File: src/rtl/axi_lite_manager.sv
// axi_lite_manager: single-outstanding AXI4-Lite manager.
// Turns a valid/ready command into one AXI4-Lite write (AW/W/B) or read (AR/R)
// transaction and returns its completion on a valid/ready response port.
// All channel outputs are registered; no VALID depends combinationally on READY.
module axi_lite_manager #(
   parameter int unsigned ADDR_W   = 32,
   parameter int unsigned DATA_W   = 64,
   parameter int unsigned ERRCNT_W = 16,
   localparam int unsigned STRB_W  = DATA_W / 8
) (
   input  logic                ACLK,
   input  logic                ARESETn,
   // command port
   input  logic                cmd_valid,
   output logic                cmd_ready,
   input  logic                cmd_write,
   input  logic [ADDR_W-1:0]   cmd_addr,
   input  logic [DATA_W-1:0]   cmd_wdata,
   input  logic [STRB_W-1:0]   cmd_wstrb,
   // response port
   output logic                rsp_valid,
   input  logic                rsp_ready,
   output logic                rsp_write,
   output logic [DATA_W-1:0]   rsp_rdata,
   output logic [1:0]          rsp_resp,
   output logic [ERRCNT_W-1:0] err_count,
   // AXI write address / data / response
   output logic                AWVALID,
   input  logic                AWREADY,
   output logic [ADDR_W-1:0]   AWADDR,
   output logic                WVALID,
   input  logic                WREADY,
   output logic [DATA_W-1:0]   WDATA,
   output logic [STRB_W-1:0]   WSTRB,
   input  logic                BVALID,
   output logic                BREADY,
   input  logic [1:0]          BRESP,
   // AXI read address / data
   output logic                ARVALID,
   input  logic                ARREADY,
   output logic [ADDR_W-1:0]   ARADDR,
   input  logic                RVALID,
   output logic                RREADY,
   input  logic [DATA_W-1:0]   RDATA,
   input  logic [1:0]          RRESP
);

   typedef enum logic [2:0] {
      S_IDLE,
      S_WRITE,
      S_WRESP,
      S_READ,
      S_RDATA,
      S_RSP
   } state_e;

   state_e              state_q;
   logic                cmd_ready_q;
   logic                awvalid_q, wvalid_q, bready_q, arvalid_q, rready_q;
   logic [ADDR_W-1:0]   awaddr_q, araddr_q;
   logic [DATA_W-1:0]   wdata_q;
   logic [STRB_W-1:0]   wstrb_q;
   logic                rsp_valid_q, rsp_write_q;
   logic [DATA_W-1:0]   rsp_rdata_q;
   logic [1:0]          rsp_resp_q;
   logic [ERRCNT_W-1:0] err_q, err_d;

   // Saturating next value of the error counter; holds at all-ones.
   always_comb begin
      err_d = err_q;
      if (~&err_q) begin
         err_d = err_q + 1'b1;
      end
   end

   // Transaction FSM with all channel and response outputs registered.
   always_ff @(posedge ACLK or negedge ARESETn) begin
      if (!ARESETn) begin
         state_q     <= S_IDLE;
         cmd_ready_q <= 1'b0;
         awvalid_q   <= 1'b0;
         wvalid_q    <= 1'b0;
         bready_q    <= 1'b0;
         arvalid_q   <= 1'b0;
         rready_q    <= 1'b0;
         awaddr_q    <= '0;
         araddr_q    <= '0;
         wdata_q     <= '0;
         wstrb_q     <= '0;
         rsp_valid_q <= 1'b0;
         rsp_write_q <= 1'b0;
         rsp_rdata_q <= '0;
         rsp_resp_q  <= '0;
         err_q       <= '0;
      end else begin
         case (state_q)
            S_IDLE: begin
               // cmd_ready comes up one cycle after reset release, and is
               // re-armed directly by the response handshake otherwise.
               if (!cmd_ready_q) begin
                  cmd_ready_q <= 1'b1;
               end else if (cmd_valid) begin
                  cmd_ready_q <= 1'b0;
                  if (cmd_write) begin
                     awaddr_q  <= cmd_addr;
                     wdata_q   <= cmd_wdata;
                     wstrb_q   <= cmd_wstrb;
                     awvalid_q <= 1'b1;
                     wvalid_q  <= 1'b1;
                     state_q   <= S_WRITE;
                  end else begin
                     araddr_q  <= cmd_addr;
                     arvalid_q <= 1'b1;
                     state_q   <= S_READ;
                  end
               end
            end
            S_WRITE: begin
               // AW and W complete independently, in either order.
               if (awvalid_q && AWREADY) begin
                  awvalid_q <= 1'b0;
               end
               if (wvalid_q && WREADY) begin
                  wvalid_q <= 1'b0;
               end
               if ((!awvalid_q || AWREADY) && (!wvalid_q || WREADY)) begin
                  bready_q <= 1'b1;
                  state_q  <= S_WRESP;
               end
            end
            S_WRESP: begin
               if (BVALID) begin
                  bready_q    <= 1'b0;
                  rsp_write_q <= 1'b1;
                  rsp_rdata_q <= '0;
                  rsp_resp_q  <= BRESP;
                  rsp_valid_q <= 1'b1;
                  if (BRESP != 2'b00) begin
                     err_q <= err_d;
                  end
                  state_q <= S_RSP;
               end
            end
            S_READ: begin
               if (ARREADY) begin
                  arvalid_q <= 1'b0;
                  rready_q  <= 1'b1;
                  state_q   <= S_RDATA;
               end
            end
            S_RDATA: begin
               if (RVALID) begin
                  rready_q    <= 1'b0;
                  rsp_write_q <= 1'b0;
                  rsp_rdata_q <= RDATA;
                  rsp_resp_q  <= RRESP;
                  rsp_valid_q <= 1'b1;
                  if (RRESP != 2'b00) begin
                     err_q <= err_d;
                  end
                  state_q <= S_RSP;
               end
            end
            S_RSP: begin
               if (rsp_ready) begin
                  rsp_valid_q <= 1'b0;
                  cmd_ready_q <= 1'b1;
                  state_q     <= S_IDLE;
               end
            end
            default: begin
               state_q <= S_IDLE;
            end
         endcase
      end
   end

   assign cmd_ready = cmd_ready_q;
   assign rsp_valid = rsp_valid_q;
   assign rsp_write = rsp_write_q;
   assign rsp_rdata = rsp_rdata_q;
   assign rsp_resp  = rsp_resp_q;
   assign err_count = err_q;
   assign AWVALID   = awvalid_q;
   assign AWADDR    = awaddr_q;
   assign WVALID    = wvalid_q;
   assign WDATA     = wdata_q;
   assign WSTRB     = wstrb_q;
   assign BREADY    = bready_q;
   assign ARVALID   = arvalid_q;
   assign ARADDR    = araddr_q;
   assign RREADY    = rready_q;

endmodule

File: config.mk
export PLATFORM = sky130hd
export DESIGN_NAME = axi_lite_manager
export DESIGN_NICKNAME = d
export VERILOG_FILES = /design/src/rtl/axi_lite_manager.sv
export SDC_FILE = /design/constraint.sdc
export NUM_CORES = 1
export LEC_CHECK = 0
export CAP_MARGIN = 20
export CORE_AREA = 2 2 159 161
export CTS_BUF_LIST = sky130_fd_sc_hd__clkbuf_4
export DETAILED_ROUTE_END_ITERATION = 12
export DIE_AREA = 0 0 161 163
export PLACE_DENSITY = 0.71
export SLEW_MARGIN = 5
export SYNTH_ARGS = -nofsm -noshare
export SYNTH_HDL_FRONTEND = slang
export SYNTH_SLANG_ARGS = --single-unit
export TNS_END_PERCENT = 100
File: constraint.sdc
create_clock -name ACLK -period 2.6 [get_ports ACLK]
set_clock_uncertainty 0.1 [all_clocks]
set_input_delay 0.52 -clock ACLK [delete_from_list [all_inputs] [get_ports ACLK]]
set_output_delay 0.52 -clock ACLK [all_outputs]
set_load 0.02 [all_outputs]
==> metrics.yaml, run 1 <==
status: "finished clean"
wire_per_inst_um: 18.48
worstPathCellList: "clkdlybuf4s50_1"
cts_max_path_buffers: 3
design.die.area_um2: 26240
cts_repair_resize_count: 0
clkLatencyLatePin_ps: 620
ff2ff_path_depth: 7
count_of_buffering_cells_on_the_critical_path_with_inverters_included: 1
synth_warnings: 0
path_class: "flop to primary output"
required_ps: 1980
cts-buffers-inserted: 67
drt.antenna.violating_nets: 0
finalWeightedCongestion: 0.7836
route.detailed.vias_per_inst: 4.753
rsz0062_at_grt: "no"
cts.clk_slew.worst_paths_ps: 60
synthesis.instances: 587
synth_seq_cells: 229
critPathSlowestCell: "clkdlybuf4s50_1"
grt_start_max_net_pins: 70
io_pins: 408
power_per_cell_area_nw_per_um2: 1219
yosysTopAreaCellShare_pct: 65.41
total_wire_length_after_detailed_routing_um: 26380
endpoint_kind: "primary output"
irDropWorstVdd_mv: 0.7102
min_period_over_period_pct: 92.16
grt_pass1_vias: 7082
synthDominantAreaCellType: "dfrtp_1"
critical_path.reg2reg.endpoint: "err_count[1]$_DFFE_PN0P_"
cp_num_cells: 1
cp-endpoint: "err_count[2]"
cts.root.buffer_cell: "clkbuf_4"
drt_pass_1_iters: 4
cp.arrival_ps: 1780
remaining_drc_errors: 0
achievable-frequency_mhz: 417.3
post_cts.repair.setup_buffers: 0
grt_pass1_wl_um: 40310
cpPeakStageDelay_ps: 670
hp-class: "input port to async pin"
globalRoute.totalOverflow: 0
holdBufCountCts: 1
synthesis.area_per_instance_um2: 14.92
layout_commonest_cell: "clkdlybuf4s50_1"
placeableCoreArea_um2: 24670
post_synth_main_area_contributors: "dfrtp_1, mux2_2, a22o_1"
cap_viol_max_count: 0
h_tree_levels: 3
critical_path.max_fanout: 8
num_rows: 58
finalHoldViolations: 0
fin_util_pct: 57.94
layout.nets: 1235
clock_tree_from_tritoncts: "done"
synth_cell_type_count: 36
cp-startpoint: "err_count[2]$_DFFE_PN0P_"
initial_utilization_pct: 35.51
setup_viol: 0
fill_cells: 2042
die_y_um: 163
place.detailed.hpwl_um: 18710
worst_slew_pin_slew_ps: 742.1
critical_path.startpoint_type: "flop"
totalPowerFinal_mw: 17.43
grt_usage_pct: 19.74
die_x_um: 161
slew_viol_final: 0
slew-limit-headroom_pct: 50.53
layout.cells.most_common_list: "clkdlybuf4s50_1, dfrtp_1, mux2_2"
syn_nets: 770
drt-initial-drc-count: 357
rr_startpoint: "state_q[1]$_DFFE_PN0P_"
period_minus_slack_ps: 2396
placement.io_buffers: 407
via_count: 6787
synth_sequential_area_ratio_pct: 65.41
area_growth_pct: 63.18
clkSinkCount: 229
drive_above_1_share_pct: 25.27
cellLeakagePower_nw: 6.262
antenna_found_initial: 3
crit_family: "buffers and inverters"
post_synth_instance_area_um2: 8761
r2r_slack_ps: 450
==> metrics by stage <==
step	instances	setup WS, ps	hold slack [ps]	area, µm²	setup TNS, ps
CTS	1426	122.7	304.3	14290	0
global route	1428	65.48	315.9	14300	0
floorplan	587	645.4	124.4	8761	0
global placement	1312	-17.50	369.5	13380	-25.46
detailed placement	1312	-25.14	382.6	13380	-56.27
finish	1428	203.8	327.2	14300	0
==> worst min path at each step <==
stage	start	to	slack [ps]	depth (start not counted)
floorplan	ARESETn	ARADDR[0]$_DFFE_PN0P_	120	0
detailed placement	rsp_resp[1]$_DFFE_PN0P_	rsp_resp[1]$_DFFE_PN0P_	380	2
finish	ARESETn	WDATA[61]$_DFFE_PN0P_	330	2
global route	ARESETn	WDATA[61]$_DFFE_PN0P_	320	2
global placement	rsp_resp[1]$_DFFE_PN0P_	rsp_resp[1]$_DFFE_PN0P_	370	2
CTS	RDATA[59]	rsp_rdata[59]$_DFFE_PN0P_	300	2
==> sequential cells by signal (all words and copies together) (netlist names), 2 cells and up <==
name,cells
ARADDR,32
AWADDR,32
WDATA,64
WSTRB,8
err_count,16
rsp_rdata,64
rsp_resp,2
state_q,3
==> logic make-up (layout without fill, tap and decap cells) <==
group	count (synthesis)	in the layout	share of synthesized area, %
flip-flops	229	229	65.41
multiplexers	143	143	18.35
AO/OA/AOI/OAI	84	84	7.884
AND/OR/NAND/NOR	79	79	4.956
buffers and inverters	38	547	1.957
XOR/XNOR	13	13	1.300
adder cells (fa/ha/maj)	1	1	0.1428
other	0	2	0
==> worst register-to-register path, cell delays in order (launching register included) <==
cell and delay [ps]:
dfrtp_1 440, buf_4 210, nand2b_1 130, nor4_1 60
a211o_1 360, buf_4 220, nor2_1 170, mux2_2 340
==> cells in the mapped netlist <==
master    count
ha_1          1
nand3b_1      2
a22o_1       65
buf_2        11
a21oi_1       2
nor2_1        8
o21ai_2       1
nor2b_1       5
nand2_1      22
clkinv_1      1
xor2_1       13
nand2b_1      3
a31oi_1       4
o21ai_0       6
a311oi_1      1
nor4_2        4
dfrtp_1     229
mux2i_1       2
mux2_2      141
nor4b_1       2
and3b_1       2
nor4_1        3
and4_1        1
a211o_1       1
a21o_1        1
nor3b_1       1
buf_6         2
o21a_1        1
a211oi_1      2
and2_1        1
clkbuf_1      9
nand3_1      11
nor3_1       10
inv_1         2
and3_1        4
buf_1        13
==> where the power goes <==
part | switching, mW | total [mW] | internal [mW]
Sequential | 0.844 | 5.91 | 5.07
Clock | 1.50 | 3.64 | 2.14
Combinational | 3.72 | 7.87 | 4.16
==> routing by layer <==
| layer | GRT usage [%] | share of wire, % |
|---|---|---|
| met5 | 0 | 0.049 |
| met4 | 7.346 | 2.4 |
| met3 | 8.149 | 8.8 |
| met2 | 32.31 | 49 |
| met1 | 23.38 | 40 |
==> cell type report <==
cell class / count / area [µm²] / area share [%]
Sequential cell: 229 / 5731 / 40.08
Timing Repair Buffer: 431 / 4349 / 30.42
Tap cell: 330 / 412.9 / 2.888
Clock inverter: 13 / 153.9 / 1.076
Antenna cell: 2 / 5.005 / 0.03501
Clock buffer: 100 / 750.7 / 5.251
Multi-Input combinational cell: 320 / 2883 / 20.16
Inverter: 3 / 11.26 / 0.07877
Power figures use the tool's default switching activity.
==> run 2, diff against run 1 <==
==> constraint.sdc (replaced) <==
create_clock -name ACLK -period 2.8 [get_ports ACLK]
set_clock_uncertainty 0.1 [all_clocks]
set_input_delay 0.56 -clock ACLK [delete_from_list [all_inputs] [get_ports ACLK]]
set_output_delay 0.56 -clock ACLK [all_outputs]
set_load 0.02 [all_outputs]
==> run 2 against run 1 <==
- flip-flop and latch count is the same
- register-to-register slack hardly changed
- clock power decreased by 21%
- hold slack improved by 49 ps
- clock-buffer cell count decreased by 9
- total power decreased by 10%
- first-iteration DRC count down 9.5%
- critical path depth unchanged
- global-route usage shrank 0.50 points
- sequential power down 7.3%
- utilization decreased by 0.67 points
- die area is the same
- critical path type unchanged
==> metrics.yaml, run 2 (synthesized netlist as in run 1, its figures left out) <==
pwr-share-comb_pct: 46.6  # +1.4 points
switching_share_pct: 35.34  # +0.54 points
num_rows: 58  # unchanged
achievable-frequency_mhz: 404.8
routed_met1_length_um: 10090  # -3.3%
globalRoute.totalOverflow: 0  # unchanged
ff2ff_path_depth: 6  # -1
clkLatencyLatePin_ps: 650  # +30 ps
endpoint_kind: "primary output"
finalHoldViolations: 0  # unchanged
cts_max_path_buffers: 3  # unchanged
holdBufCountCts: 1  # unchanged
cpPeakStageDelay_ps: 680  # about the same
period_minus_slack_ps: 2470
critical_path.startpoint_type: "flop"
slew-limit-headroom_pct: 49.70  # -0.83 points
power_switching_mw: 5.520  # -9.0%
io_pins: 408  # unchanged
drt.antenna.violating_nets: 0  # unchanged
power_per_cell_area_nw_per_um2: 1106  # -9.3%
finalSetupTns_ps: 0  # unchanged
via_count: 6709  # -1.1%
post_cts.repair.setup_buffers: 0  # unchanged
cts.clk_slew.worst_paths_ps: 70  # about the same
detail_route_met2_wl_um: 12600  # -3.0%
worst_slew_pin_slew_ps: 754.5  # +12.42 ps
grt_pass1_wl_um: 39540  # -1.9%
finalWeightedCongestion: 0.7734  # -1.3%
r2r_slack_ps: 460  # about the same
drt-initial-drc-count: 323  # -9.5%
layout.cells.most_common_list: "clkdlybuf4s50_1, dfrtp_1, mux2_2"
cap_viol_max_count: 0  # unchanged
clkSinkCount: 229  # unchanged
cell_internal_pwr_mw: 10.10  # -11%
route.detailed.vias_per_inst: 4.755  # about the same
cts.root.buffer_cell: "clkbuf_4"
remaining_drc_errors: 0  # unchanged
clock_tree_from_tritoncts: "done"
fraction_of_power_consumed_by_sequential_logic_pct: 35.1  # +1.2 points
design.die.area_um2: 26240  # unchanged
setup_viol: 0  # unchanged
total_wire_length_after_detailed_routing_um: 25490  # -3.4%
layout.nets: 1224  # -0.89%
detailroute.wirelength.met3_um: 2117  # -8.6%
worstPathCellList: "clkdlybuf4s50_1"
critical_path.reg2reg.endpoint: "err_count[4]$_DFFE_PN0P_"
initial_utilization_pct: 35.51  # unchanged
cp.arrival_ps: 1810  # +30 ps
drive_above_1_share_pct: 24.26  # -1.0 points
cts-buffers-inserted: 61  # -9.0%
antenna_found_initial: 3  # unchanged
area_growth_pct: 61.28
required_ps: 2140  # +160 ps
critical_path.max_fanout: 8  # unchanged
pwr-share-clk_pct: 18.3  # -2.6 points
die_y_um: 163  # unchanged
critPathSlowestCell: "clkdlybuf4s50_1"
rr_startpoint: "state_q[2]$_DFFE_PN0P_"
path_class: "flop to primary output"
wire_per_inst_um: 18.07  # -2.2%
grt_pass1_vias: 6909  # -2.4%
crit_family: "buffers and inverters"
h_tree_levels: 2  # -1
rsz0062_at_grt: "no"
grt_start_max_net_pins: 70  # unchanged
drt_pass_1_iters: 4  # unchanged
place.detailed.hpwl_um: 18370  # -1.8%
placement.io_buffers: 407  # unchanged
cellLeakagePower_nw: 6.169  # -1.5%
maxUsedRoutingLayer: "met5"
cp_num_cells: 1  # unchanged
grt_usage_pct: 19.24  # -0.50 points
status: "finished clean"
hp-class: "input port to async pin"
min_period_over_period_pct: 88.23
hold_slack_ps: 376.0  # +48.71 ps
placeableCoreArea_um2: 24670  # unchanged
irDropWorstVdd_mv: 0.6466  # -9.0%
fin_util_pct: 57.27  # -0.67 points
die_x_um: 161  # unchanged
slew_viol_final: 0  # unchanged
layout_commonest_cell: "clkdlybuf4s50_1"
cts_repair_resize_count: 0  # unchanged
count_of_buffering_cells_on_the_critical_path_with_inverters_included: 1  # unchanged
run 2: cell types whose count changed in the layout (fill, tap and decap cells not counted), sizes merged:
cell,delta
clkbuf,-9
buf,-5
bufinv,-3
clkinv,+1
diode,-1
run 2: metal layers:
| layer | vias up | track usage (%) |
|---|---|---|
| met5 | - | 0 |
| met4 | 4 | 6.981 |
| met3 | 53 | 6.977 |
| met2 | 273 | 31.82 |
| met1 | 3295 | 23.22 |
| li1 | 3084 | - |
run 2: final cells by class:
class                      count  area, µm²
sequential                   229       5731
clock inverter                11      70.07
inverter                       3      11.26
tap                          330      412.9
antenna                        1      2.502
clock buffer                  91      683.2
timing repair buffer         426       4337
fill                        2058      10540
multi-input combinational    320       2883
run 2: through the flow:
| stage | total power, mW | std cells | instance area, µm² | setup WS (ps) |
|---|---|---|---|---|
| floorplan | 9.095 | 587 | 8761 | 823.1 |
| global placement | 12.78 | 1307 | 13360 | 192.3 |
| global route | 16.52 | 1411 | 14130 | 222.6 |
| CTS | 15.86 | 1410 | 14130 | 259.4 |
| detailed placement | 12.88 | 1307 | 13360 | 124.9 |
| finish | 15.62 | 1411 | 14130 | 329.6 |
run 2: worst max-delay path by stage:
stage	from	endpoint	slack, ps
finish	err_count[2]$_DFFE_PN0P_	err_count[2]	330
global route	err_count[2]$_DFFE_PN0P_	err_count[2]	220
floorplan	RVALID	err_count[15]$_DFFE_PN0P_	820
detailed placement	RVALID	err_count[4]$_DFFE_PN0P_	120
CTS	err_count[2]$_DFFE_PN0P_	err_count[2]	260
global placement	RVALID	err_count[10]$_DFFE_PN0P_	190
run 2: power by group through the flow:
stage | registers (mW) | clock network, mW | logic (mW)
after global placement | 5.48 | 0 | 7.29
after floorplan | 7.15 | 0 | 1.94
after detailed placement | 5.53 | 0 | 7.34
after global routing | 5.67 | 3.18 | 7.67
final | 5.48 | 2.86 | 7.28
after CTS | 5.49 | 2.99 | 7.38
==> run 3, diff against run 2 <==
--- a/config.mk
+++ b/config.mk
@@ -6,11 +6,11 @@
 export NUM_CORES = 1
 export LEC_CHECK = 0
 export CAP_MARGIN = 20
-export CORE_AREA = 2 2 159 161
+export CORE_AREA = 2 2 161 163
 export CTS_BUF_LIST = sky130_fd_sc_hd__clkbuf_4
 export DETAILED_ROUTE_END_ITERATION = 12
-export DIE_AREA = 0 0 161 163
-export PLACE_DENSITY = 0.71
+export DIE_AREA = 0 0 163 165
+export PLACE_DENSITY = 0.7
 export SLEW_MARGIN = 5
 export SYNTH_ARGS = -nofsm -noshare
 export SYNTH_HDL_FRONTEND = slang
==> run 3 against run 2 <==
- utilization down 0.47 points
- clock-buffer cell count grew 7
- die area up 2.5%
- register-to-register slack better by 80 ps
- total power grew 2.5%
- worst setup slack improved by 12 ps
- first-iteration DRC count decreased by 9.6%
- design area up 0.65%
- sequential share of layout area shrank 0.26 points
- routed wire length up 1.8%
- sequential power about the same
- clock power rose by 14%
- critical endpoint unchanged
- largest cell class unchanged
- highest routed layer unchanged
==> metrics.yaml, run 3 (synthesized netlist as in run 1, its figures left out) <==
status: "finished clean"
post_cts.repair.setup_buffers: 0  # unchanged
slew_viol_final: 0  # unchanged
rsz0062_at_grt: "no"
area_taken_by_multi_input_logic_gates_um2: 2883  # unchanged
worstPathCellList: "clkdlybuf4s50_1"
achievable-frequency_mhz: 406.8  # +0.50%
finalSetupTns_ps: 0  # unchanged
finalHoldViolations: 0  # unchanged
globalRoute.totalOverflow: 0  # unchanged
design.die.area_um2: 26900  # +2.5%
antenna_found_initial: 1  # -2
cp.arrival_ps: 1800  # about the same
placeableCoreArea_um2: 25040  # +1.5%
place.detailed.hpwl_um: 18470  # +0.59%
cellLeakagePower_nw: 6.214  # +0.72%
finalWeightedCongestion: 0.7837  # +1.3%
cts.clk_slew.worst_paths_ps: 60  # about the same
min_period_over_period_pct: 87.79  # -0.44 points
crit_family: "buffers and inverters"
count_of_buffering_cells_on_the_critical_path_with_inverters_included: 1  # unchanged
num_rows: 58  # unchanged
critPathSlowestCell: "clkdlybuf4s50_1"
critical_path.max_fanout: 8  # unchanged
drive_above_1_share_pct: 25.00  # +0.74 points
io_pins: 408  # unchanged
cap_viol_max_count: 0  # unchanged
total_wire_length_after_detailed_routing_um: 25960  # +1.8%
slew-limit-headroom_pct: 49.25  # -0.44 points
worst_slew_pin_slew_ps: 761.2  # +6.652 ps
h_tree_levels: 3  # +1
grt_usage_pct: 18.86  # -0.38 points
endpoint_kind: "primary output"
cts-buffers-inserted: 66  # +8.2%
clkSinkCount: 229  # unchanged
irDropWorstVdd_mv: 0.6212  # -3.9%
wire_per_inst_um: 18.30  # +1.3%
grt_start_max_net_pins: 78  # +11%
drt_pass_1_iters: 4  # unchanged
die_x_um: 163  # +1.2%
period_minus_slack_ps: 2458  # -12.29 ps
required_ps: 2140  # about the same
placement.io_buffers: 407  # unchanged
hold_slack_ps: 382.5  # +6.540 ps
critical_path.startpoint_type: "flop"
cts.root.buffer_cell: "clkbuf_4"
route.detailed.vias_per_inst: 4.721  # -0.70%
remaining_drc_errors: 0  # unchanged
drt.antenna.violating_nets: 0  # unchanged
grt_pass1_vias: 6962  # +0.77%
layout.cells.most_common_list: "clkdlybuf4s50_1, dfrtp_1, mux2_2"
hp-class: "flop to flop"
area_growth_pct: 62.32
drt-initial-drc-count: 292  # -9.6%
grt_pass1_wl_um: 39240  # -0.77%
power_per_cell_area_nw_per_um2: 1126  # +1.8%
die_y_um: 165  # +1.2%
layout.nets: 1229  # +0.41%
ff_latch_area_um2: 5731  # unchanged
cpPeakStageDelay_ps: 670  # about the same
antenna_cells: 0  # -1
initial_utilization_pct: 34.99  # -0.51 points
via_count: 6695  # -0.21%
path_class: "flop to primary output"
layout_commonest_cell: "clkdlybuf4s50_1"
fill_cells: 2140  # +4.0%
clkLatencyLatePin_ps: 630  # -20 ps
clock_tree_from_tritoncts: "done"
setup_viol: 0  # unchanged
cts_max_path_buffers: 3  # unchanged
## run 3: what timing repair did
item,in CTS,in global routing
hold endpoints to repair,71,0
gates resized for setup,0,0
hold buffers,1,0
## run 3: final cells by class
type                       instances  area share [%]
clock buffer                      98           5.173
timing repair buffer             426           30.32
inverter                           3         0.07918
clock inverter                    12          0.9590
multi-input combinational        320           20.27
sequential                       229           40.30
tap                              330           2.903
## run 3: power by group
| part | switching, mW | internal [mW] | leakage [nW] |
|---|---|---|---|
| Combinational | 3.42 | 3.84 | 2.85 |
| Clock | 1.40 | 1.87 | 0.507 |
| Sequential | 0.782 | 4.71 | 2.85 |
## run 3: per-layer routing
metal / GRT usage [%] / share of wire, % / up-vias
li1: - / - / 3091
met1: 21.88 / 38 / 3270
met2: 31.22 / 50 / 282
met3: 7.911 / 10 / 50
met4: 7.120 / 2.1 / 2
met5: 0 / 0.069 / -
## run 3: metrics by stage
stage	area [µm²]	std cells	worst slack (ps)	util, %	power, mW
final	14220	1418	341.9	56.80	16.01
after global routing	14220	1418	225.5	56.80	16.92
after detailed placement	13340	1307	70.03	53.28	12.87
after CTS	14220	1418	266.9	56.80	16.26
after floorplan	8761	587	823.1	-	9.095
after global placement	13340	1307	95.11	53.28	12.76
## run 3: final timing paths
| kind | cells past startpoint | to | slack (ps) | start |
|---|---|---|---|---|
| min | 1 | ARVALID$_DFFE_PN0P_ | 380 | ARVALID$_DFFE_PN0P_ |
| min reg2reg | 1 | ARVALID$_DFFE_PN0P_ | 380 | ARVALID$_DFFE_PN0P_ |
| max | 1 | err_count[2] | 340 | err_count[2]$_DFFE_PN0P_ |
| min in group asynchronous | 2 | WDATA[48]$_DFFE_PN0P_ | 400 | ARESETn |
| max in group asynchronous | 3 | state_q[1]$_DFFE_PN0P_ | 1450 | ARESETn |
| max reg2reg | 5 | err_count[15]$_DFFE_PN0P_ | 540 | state_q[2]$_DFFE_PN0P_ |
